===== config.mk =====
export PLATFORM = sky130hd
export DESIGN_NAME = next_pc_fetch_ctrl
export DESIGN_NICKNAME = d
export VERILOG_FILES = /design/src/rtl/next_pc_fetch_ctrl_pkg.sv /design/src/rtl/next_pc_fetch_ctrl_fetch_timeout_ctr.sv /design/src/rtl/next_pc_fetch_ctrl.sv
export SDC_FILE = /design/constraint.sdc
export NUM_CORES = 1
export LEC_CHECK = 0
export BUFFER_PORTS_ARGS = -buffer_cell sky130_fd_sc_hd__buf_2
export CORE_ASPECT_RATIO = 1.25
export CORE_MARGIN = 4
export CORE_UTILIZATION = 40
export DETAILED_ROUTE_END_ITERATION = 8
export GPL_ROUTABILITY_DRIVEN = 0
export PLACE_DENSITY = 0.82
export SLEW_MARGIN = 40
export SYNTH_ARGS = -nofsm -noshare
export SYNTH_HDL_FRONTEND = slang
export SYNTH_HIERARCHICAL = 1
export SYNTH_SLANG_ARGS = --single-unit

===== constraint.sdc =====
create_clock -name clock_reg -period 1.35 [get_ports clock_reg]
set_input_delay 0.3375 -clock clock_reg [delete_from_list [all_inputs] [get_ports clock_reg]]
set_output_delay 0.3375 -clock clock_reg [all_outputs]
set_load 0.05 [all_outputs]

===== src/rtl/next_pc_fetch_ctrl_pkg.sv =====
`default_nettype none
// ============================================================================
// Module   : next_pc_fetch_ctrl_pkg
// Brief    : Shared FSM state encoding and default widths for the fetch controller.
// Revision : 1.0  initial release
// ============================================================================
package next_pc_fetch_ctrl_pkg;

    localparam int c_ADDR_W_DEFAULT  = 8;
    localparam int c_INSTR_W_DEFAULT = 32;
    localparam int c_TIMEOUT_DEFAULT = 15;

    typedef enum logic [1:0] {
        S_ISSUE = 2'd0,
        S_REQ   = 2'd1,
        S_VALID = 2'd2,
        S_HALT  = 2'd3
    } fetch_state_e;

endpackage
`default_nettype wire


===== src/rtl/next_pc_fetch_ctrl_fetch_timeout_ctr.sv =====
`default_nettype none
// ============================================================================
// Module   : fetch_timeout_ctr
// Brief    : Saturating cycle counter with clear/enable; flags the last allowed cycle.
// Revision : 1.0  initial release
// ============================================================================
module fetch_timeout_ctr
    import next_pc_fetch_ctrl_pkg::*;
#(
    parameter int TIMEOUT = c_TIMEOUT_DEFAULT
) (
    input  logic clk_i,
    input  logic rst_ni,
    input  logic clr_i,
    input  logic en_i,
    output logic expired_o
);

    localparam int               c_CNT_W = $clog2(TIMEOUT + 1);
    localparam logic [c_CNT_W-1:0] c_LAST = c_CNT_W'(TIMEOUT - 1);

    logic [c_CNT_W-1:0] cnt_q;

    always_ff @(posedge clk_i or negedge rst_ni) begin
        if (!rst_ni) begin
            cnt_q <= '0;
        end else if (clr_i) begin
            cnt_q <= '0;
        end else if (en_i && (cnt_q != c_LAST)) begin
            cnt_q <= cnt_q + c_CNT_W'(1);
        end
    end

    // High during the TIMEOUT-th enabled cycle, i.e. the cycle that must not pass unacked.
    assign expired_o = (cnt_q == c_LAST);

endmodule
`default_nettype wire


===== src/rtl/next_pc_fetch_ctrl.sv =====
`default_nettype none
// ============================================================================
// Module   : next_pc_fetch_ctrl
// Brief    : Drives PC-register PCin, fetches over req/ack and hands words to decode
//            over valid/ready. Optional fetch watchdog enabled by FETCH_TIMEOUT_EN.
// Revision : 1.0  initial release
// ============================================================================
module next_pc_fetch_ctrl
    import next_pc_fetch_ctrl_pkg::*;
#(
    parameter int ADDR_W  = c_ADDR_W_DEFAULT,
    parameter int INSTR_W = c_INSTR_W_DEFAULT,
    parameter int TIMEOUT = c_TIMEOUT_DEFAULT
) (
    input  logic               clock_reg,
    input  logic               reset,
    input  logic [ADDR_W-1:0]  pc,
    output logic [ADDR_W-1:0]  pc_next,
    output logic               imem_req,
    output logic [ADDR_W-1:0]  imem_addr,
    input  logic               imem_ack,
    input  logic [INSTR_W-1:0] imem_data,
    output logic [INSTR_W-1:0] instr,
    output logic               instr_valid,
    input  logic               instr_ready,
    input  logic               br_valid,
    input  logic [ADDR_W-1:0]  br_target,
    input  logic               halt_req,
`ifdef FETCH_TIMEOUT_EN
    output logic               fetch_err,
`endif
    output logic               halted
);

    fetch_state_e       state_q, state_d;
    logic [ADDR_W-1:0]  fetch_addr_q, fetch_addr_d;
    logic [INSTR_W-1:0] instr_q, instr_d;
    logic               squash_q, squash_d;
    logic               w_timeout;

`ifdef FETCH_TIMEOUT_EN
    logic w_expired;
    logic fetch_err_q;

    fetch_timeout_ctr #(
        .TIMEOUT (TIMEOUT)
    ) u_timeout_ctr (
        .clk_i     (clock_reg),
        .rst_ni    (reset),
        .clr_i     (state_q == S_ISSUE),
        .en_i      ((state_q == S_REQ) && !imem_ack),
        .expired_o (w_expired)
    );

    // A redirect in the expiry cycle wins, so the error is only raised without one.
    assign w_timeout = (state_q == S_REQ) && !imem_ack && !br_valid && w_expired;

    always_ff @(posedge clock_reg or negedge reset) begin
        if (!reset) begin
            fetch_err_q <= 1'b0;
        end else if (w_timeout) begin
            fetch_err_q <= 1'b1;
        end
    end

    assign fetch_err = fetch_err_q;
`else
    logic w_unused_timeout;
    assign w_unused_timeout = (TIMEOUT > 0);
    assign w_timeout        = 1'b0;
`endif

    always_comb begin
        state_d      = state_q;
        fetch_addr_d = fetch_addr_q;
        instr_d      = instr_q;
        squash_d     = squash_q;
        pc_next      = pc;
        case (state_q)
            S_ISSUE: begin
                if (br_valid) begin
                    pc_next = br_target;
                end else begin
                    fetch_addr_d = pc;
                    state_d      = S_REQ;
                end
            end
            S_REQ: begin
                if (imem_ack) begin
                    if (squash_q || br_valid) begin
                        squash_d = 1'b0;
                        state_d  = S_ISSUE;
                        if (br_valid) begin
                            pc_next = br_target;
                        end
                    end else begin
                        instr_d = imem_data;
                        pc_next = fetch_addr_q + ADDR_W'(1);
                        state_d = S_VALID;
                    end
                end else if (br_valid) begin
                    // The outstanding request keeps its old address; its data is dropped on ack.
                    pc_next  = br_target;
                    squash_d = 1'b1;
                end else if (w_timeout) begin
                    squash_d = 1'b0;
                    state_d  = S_HALT;
                end
            end
            S_VALID: begin
                if (br_valid) begin
                    pc_next = br_target;
                    state_d = S_ISSUE;
                end else if (instr_ready) begin
                    state_d = halt_req ? S_HALT : S_ISSUE;
                end
            end
            S_HALT: begin
                if (br_valid) begin
                    pc_next = br_target;
                    state_d = S_ISSUE;
                end
            end
            default: begin
                state_d = S_ISSUE;
            end
        endcase
    end

    always_ff @(posedge clock_reg or negedge reset) begin
        if (!reset) begin
            state_q      <= S_ISSUE;
            fetch_addr_q <= '0;
            instr_q      <= '0;
            squash_q     <= 1'b0;
        end else begin
            state_q      <= state_d;
            fetch_addr_q <= fetch_addr_d;
            instr_q      <= instr_d;
            squash_q     <= squash_d;
        end
    end

    assign imem_req    = (state_q == S_REQ);
    assign imem_addr   = fetch_addr_q;
    assign instr       = instr_q;
    assign instr_valid = (state_q == S_VALID);
    assign halted      = (state_q == S_HALT);

endmodule
`default_nettype wire


==> key figures, run 1 <==
Timing
  – Tcrit/Tclk final: 143.8%
  – Hold Violations, Final: 0
  – Worst-margin pin slew: 0.2767 ns
  – Setup ws final: -0.5918 ns
  – Final-report max-slew violation count: 0
  – Fmax: 515.0 MHz
  – Post-route clock skew: 0.007376 ns
  – Setup violators final: 51
  – Sum Neg Setup Slack: -11.26 ns
  – RSZ-0062 raised after global routing: yes
  – Worst slew margin: 81.02%
  – Fin crit period: 1.942 ns

Critical path
  – WS Path Type: flip-flop to primary output
  – CP endpoint kind: primary output
  – Required time worst endpoint: 1.01 ns
  – CP most frequent cell: buf_6
  – CP max stage delay: 0.40 ns
  – Slowest cell on the critical path: dfrtp_1
  – CP startpoint kind: flip-flop
  – RR Startpoint: squash_q
  – Crit Path Max Fanout: 6
  – Reg-to-reg endpoint: instr[21]
  – R2R depth: 4
  – Worst Path Arrival: 1.60 ns
  – Cell Chain, Critical Path: and2b_2, nand3_4, buf_6, a22oi_2, buf_6
  – Reg2reg setup slack: -0.20 ns

Finish
  – Fraction of layout cells with a size suffix above 1: 78.83%
  – Fin nets: 328
  – Antenna Cells: 0
  – Final Instance Count excl. Fillers: 334
  – Area Growth Syn to Fin: 66.17%
  – Core Util, Final: 68.10%

CTS
  – CTS Hold Bufs: 0
  – H-Tree Depth: 2
  – Max clock buf depth: 2
  – Worst-skew pair later-pin latency: 0.29 ns
  – Clk sinks: 43
  – CTS clock-pin slew for the worst setup and hold paths: 0.09 ns
  – CTS tree: done
  – Num CTS Buffers: 5
  – Root buffer cell: clkbuf_8

Floorplan
  – Die area: 6030 µm²
  – Ports: 105
  – Initial Util: 40.98%
  – Core area: 4730 µm²
  – Die Span Y: 85.83 µm
  – Row count: 28
  – Die Wd: 70.26 µm

Yosys
  – Mapped Area: 1938 µm²
  – Ranking of synthesized cells by area: dfrtp_1 (56%), mux2_2 (23%), mux2_4 (3.1%)
  – Total of warnings raised by yosys: 6
  – Post-synth ARST share: 100.0%
  – Mapped Avg Cell Area: 13.46 µm²
  – Area leader, netlist: dfrtp_1
  – Synthesized flop and latch total: 43
  – Count leader, synth: dfrtp_1
  – Synth top area share: 55.52%
  – Commonest cells in the synthesized netlist: dfrtp_1 (43), mux2_2 (39), a21oi_1 (7)
  – Sequential fraction of the synthesis area: 55.52%
  – Count of cell types in the netlist: 24
  – Mapped Cells: 144
  – Mapped Nets: 199
  – EDFF count, synth: 0
  – Post-synth top flop: dfrtp_1

Placed design
  – Final HPWL DP: 3891 µm
  – Pre-CTS WS: -0.3912 ns
  – # port buffers: 104
  – Placed cell count: 323

Power
  – PD cells: 2921 nW/µm²
  – Max IR drop VDD: 1.444 mV
  – Design Power: 9.407 mW
  – P_leak: 1.572 nW

Global route
  – GRT overflow: 0
  – Pin count of the biggest net entering global routing: 44
  – Initial antenna violation count: 0
  – Tot GR Track Use: 18.43%
  – Number of global-route vias before repair: 1798
  – First-pass GRT wire length: 8659 µm

Detailed routing
  – Router iterations before antenna repair: 4
  – Drt via density: 4.997
  – DR DRC count: 0
  – DR vias: 1669
  – Post-DRT Antenna Nets: 0
  – Routed len/inst: 17.36 µm
  – Final wirelength: 5797 µm
  – Initial drt markers: 59

Outcome
  – Failing checks: setup timing
  – Status: finished with violations

Run
  – Max Cap Viol: 0

Hold path
  – HP Class: primary input to async pin
-- per-stage QoR --
step / cell area [µm²] / hold WS [ns]
finish: 3221 / 0.02548
CTS: 3048 / 0.01979
floorplan: 2014 / 0.04191
global placement: 2728 / 0.3237
detailed placement: 2728 / 0.3442
global route: 3221 / 0.02739
-- logic make-up after synthesis --
family                   after synthesis  synth area share, %
multiplexers                          48                28.34
AND/OR/NAND/NOR                       25                6.650
buffers and inverters                  7                2.388
AO/OA/AOI/OAI                         15                4.196
adder cells (fa/ha/maj)                1               0.6455
flip-flops                            43                55.52
XOR/XNOR                               5                2.260
-- critical path: cells and delay by family, from the launching register on --
family,cells,cell delay [ns]
AND/OR/NAND/NOR,2,0.39
flip-flops,1,0.40
buffers and inverters,2,0.35
AO/OA/AOI/OAI,1,0.16
-- power by group --
group | total, mW | switching [mW] | internal [mW]
Sequential | 2.43 | 0.472 | 1.96
Combinational | 5.99 | 3.80 | 2.19
Clock | 0.990 | 0.439 | 0.551
Total | 9.41 | 4.71 | 4.70
-- layout by cell type, fill, tap and decap left out, types with 2 or more instances in the layout --
| cell | netlist | final |
|---|---|---|
| nand2_2 | 0 | 3 |
| mux2i_1 | 5 | 5 |
| dfrtp_2 | 0 | 7 |
| a21oi_1 | 7 | 3 |
| o21ai_0 | 6 | 3 |
| buf_2 | 4 | 86 |
| nand3_4 | 0 | 3 |
| buf_12 | 0 | 2 |
| nor3_4 | 0 | 3 |
| dfrtp_1 | 43 | 36 |
| nor2b_4 | 0 | 2 |
| mux2_4 | 4 | 9 |
| a21oi_2 | 0 | 3 |
| nor2_1 | 6 | 2 |
| buf_4 | 0 | 13 |
| buf_8 | 0 | 8 |
| clkbuf_8 | 0 | 5 |
| buf_6 | 2 | 19 |
| o21ai_4 | 0 | 2 |
| mux2_2 | 39 | 34 |
| nor2_2 | 0 | 3 |
| nand2_1 | 6 | 3 |
-- cell type report --
| class | instances | area, µm² |
|---|---|---|
| fill | 332 | 1509 |
| clock inverter | 3 | 43.79 |
| inverter | 1 | 3.754 |
| tap | 60 | 75.07 |
| sequential | 43 | 1085 |
| clock buffer | 5 | 68.82 |
| timing repair buffer | 128 | 902.1 |
| multi-input combinational | 94 | 1042 |
-- registers in the layout, indices dropped and copies added, names as in the netlist --
register,cells
instr,32
imem_addr,8
state_q,2
squash_q,1
-- how the worst max path moves through the flow --
stage                   from    endpoint  slack (ns)  cells past startpoint
floorplan           squash_q  pc_next[5]       -0.44                      5
global placement    br_valid  pc_next[4]       -0.34                      7
detailed placement  br_valid  pc_next[4]       -0.39                      7
CTS                 squash_q  pc_next[5]       -0.54                      5
global route        squash_q  pc_next[5]       -0.66                      5
finish              squash_q  pc_next[5]       -0.59                      5
-- per-layer routing --
metal / global-route usage [%] / vias to the layer above / wire length [µm]
li1: - / 764 / -
met3: 3.400 / 19 / 248
met2: 35.18 / 59 / 3407
met4: 10.10 / 0 / 206
met5: 0 / - / 0
met1: 18.49 / 827 / 1936
-- timing repair --
action,in CTS,in global routing
pin swaps,1,4
resized for setup,60,33
buffers inserted,1,4
setup endpoints to repair,48,59
Power figures use the tool's default switching activity.
==> inputs of run 2 (changes only) <==
Settings changed: CTS_CLUSTER_DIAMETER set to 120, SETUP_SLACK_MARGIN set to 0.5.
==> run 2 against run 1 <==
Net effect:
- the flow finishes with violations (hold timing, setup timing)
- sequential power up 12%
- clock skew increased by 0.0019 ns
- core utilization rose by 9.2 points
==> key figures, run 2 (same netlist as run 1, synthesis figures left out) <==
Floorplan
  – Ports: 105 (unchanged)
  – Die area: 6030 µm² (unchanged)
  – Initial Util: 40.98% (unchanged)
  – Die Span Y: 85.83 µm (unchanged)
  – Die Wd: 70.26 µm (unchanged)
  – Row count: 28 (unchanged)
  – Core area: 4730 µm² (unchanged)

Power
  – Net Sw Frac: 45.06% (-5.0 points)
  – PD cells: 2995 nW/µm² (+2.5%)
  – NetSw: 4.934 mW (+4.7%)
  – Max IR drop VDD: 1.898 mV (+31%)
  – P_int: 6.016 mW (+28%)
  – P_leak: 1.675 nW (+6.5%)
  – Sequential power share: 24.8% (-1.0 points)
  – Clk pwr share: 8.8% (-1.7 points)
  – Combinational share of power: 66.4% (+2.7 points)
  – Design Power: 10.95 mW (+16%)

Critical path
  – Worst Path Arrival: 1.59 ns (about the same)
  – CP max stage delay: 0.42 ns (+0.02 ns)
  – CP bufs+invs: 2 (unchanged)
  – Required time worst endpoint: 1.01 ns (about the same)
  – Cell Chain, Critical Path: nand3_2, buf_4, xnor2_1, nor2_2, a21oi_2, buf_6
  – Reg2reg setup slack: -0.27 ns (-0.07 ns)
  – WS Path Type: flip-flop to primary output
  – Crit Path Max Fanout: 3 (-3)
  – Top delay family on crit path: flip-flops
  – CP endpoint kind: primary output
  – Slowest cell on the critical path: dfrtp_2
  – CP startpoint kind: flip-flop

Finish
  – Commonest non-fill, non-tap cell in the layout: buf_2
  – Area Growth Syn to Fin: 88.64%
  – Fraction of layout cells with a size suffix above 1: 90.71% (+12 points)
  – Max reg flops: 32 (unchanged)
  – Antenna Cells: 0 (unchanged)
  – Fill cells: 281 (-15%)
  – Commonest cells after routing, fill and taps aside: buf_2 (53), buf_8 (43), dfrtp_2 (40)
  – Final Instance Count excl. Fillers: 340 (+1.8%)
  – Core Util, Final: 77.30% (+9.2 points)
  – Fin nets: 334 (+1.8%)

CTS
  – CTS clock-pin slew for the worst setup and hold paths: 0.08 ns (about the same)
  – Num CTS Buffers: 5 (unchanged)
  – Root buffer cell: clkbuf_8
  – Clk sinks: 43 (unchanged)
  – Max clock buf depth: 2 (unchanged)
  – CTS tree: done
  – H-Tree Depth: 2 (unchanged)
  – Worst-skew pair later-pin latency: 0.29 ns (about the same)

Detailed routing
  – Drt via density: 4.953 (-0.88%)
  – Initial drt markers: 69 (+17%)
  – Routed len/inst: 17.77 µm (+2.4%)
  – Final wirelength: 6043 µm (+4.2%)
  – DR vias: 1684 (+0.90%)
  – DR DRC count: 0 (unchanged)
  – Post-DRT Antenna Nets: 0 (unchanged)
  – Router iterations before antenna repair: 4 (unchanged)

Outcome
  – Failing checks: hold timing, setup timing
  – Status: finished with violations

Placed design
  – Final HPWL DP: 3673 µm (-5.6%)
  – # port buffers: 104 (unchanged)
  – Pre-CTS WS: -0.3519 ns (+0.03931 ns)
  – Placed cell count: 320 (-0.93%)

Global route
  – Tot GR Track Use: 19.63% (+1.2 points)
  – GRT overflow: 0 (unchanged)
  – First-pass GRT wire length: 9266 µm (+7.0%)
  – Initial antenna violation count: 0 (unchanged)
  – Pin count of the biggest net entering global routing: 33 (-25%)
  – Number of global-route vias before repair: 1890 (+5.1%)

Timing
  – Tcrit/Tclk final: 142.5% (-1.4 points)
  – Setup violators final: 52 (+2.0%)
  – Final Hold Slack: -0.03742 ns (-0.06290 ns)
  – Setup ws final: -0.5733 ns (+0.01857 ns)
  – Final-report max-slew violation count: 0 (unchanged)
  – Worst-margin pin slew: 0.4094 ns (+0.1327 ns)
  – Fmax: 520.0 MHz (+0.97%)
  – Worst slew margin: 71.93% (-9.1 points)
  – RSZ-0062 raised after global routing: yes
  – Fin crit period: 1.923 ns (-0.01857 ns)
  – Hold Violations, Final: 15 (+15)
  – Post-route clock skew: 0.009276 ns (+0.001900 ns)

Hold path
  – HP Class: primary input to async pin

Run
  – Max Cap Viol: 0 (unchanged)
run 2: changes by cell type in the layout (fill, tap and decap cells not counted), sizes merged:
| cell | delta |
|---|---|
| clkbuf | +2 |
| buf | +6 |
| clkinv | -2 |
run 2: area by class of cell:
class | instances | area, µm² | share of cell area, %
clock buffers | 7 | 76.32 | 2.088
clock inverters | 1 | 30.03 | 0.8214
repair buffers | 134 | 1299 | 35.52
well taps | 60 | 75.07 | 2.053
inverters | 1 | 3.754 | 0.1027
flip-flops and latches | 43 | 1126 | 30.80
multi-input cells | 94 | 1046 | 28.61
run 2: routing by layer:
layer	global-route usage (%)	up-vias	share of wire, %
li1	-	774	-
met1	22.03	801	35
met2	34.41	95	53
met3	6.565	14	9.0
met4	7.317	0	2.4
met5	0	-	0
run 2: worst paths after layout:
check,cells after the start,startpoint,end
setup reg to reg,4,squash_q,instr[21]
setup / recovery,6,imem_addr[0],pc_next[3]
hold / removal,1,reset,instr[12]
hold reg to reg,2,squash_q,squash_q
max in group asynchronous,2,reset,instr[4]
min in group clock_reg,2,imem_ack,squash_q
run 2: power groups by stage:
stage	clock network, mW	registers (mW)	logic [mW]
2_1_floorplan	0	4.65	1.49
5_1_grt	1.06	2.81	7.53
6_report	0.960	2.72	7.27
3_5_place_dp	0	2.45	4.99
4_1_cts	1.00	2.69	6.82
3_3_place_gp	0	2.41	4.92
run 2: stage by stage:
stage	setup TNS (ns)	area [µm²]
after floorplan	-3.606	2058
after global placement	-12.57	2749
after detailed placement	-13.31	2749
after CTS	-12.43	3515
after global routing	-17.09	3656
final	-13.11	3656
run 2: timing repair:
action	CTS	global route
endpoints found under the setup margin	94	94
gates resized for setup	173	26
endpoints found under the hold margin	15	15
buffers inserted	7	4
pin swaps	2	1
cloned	1	0
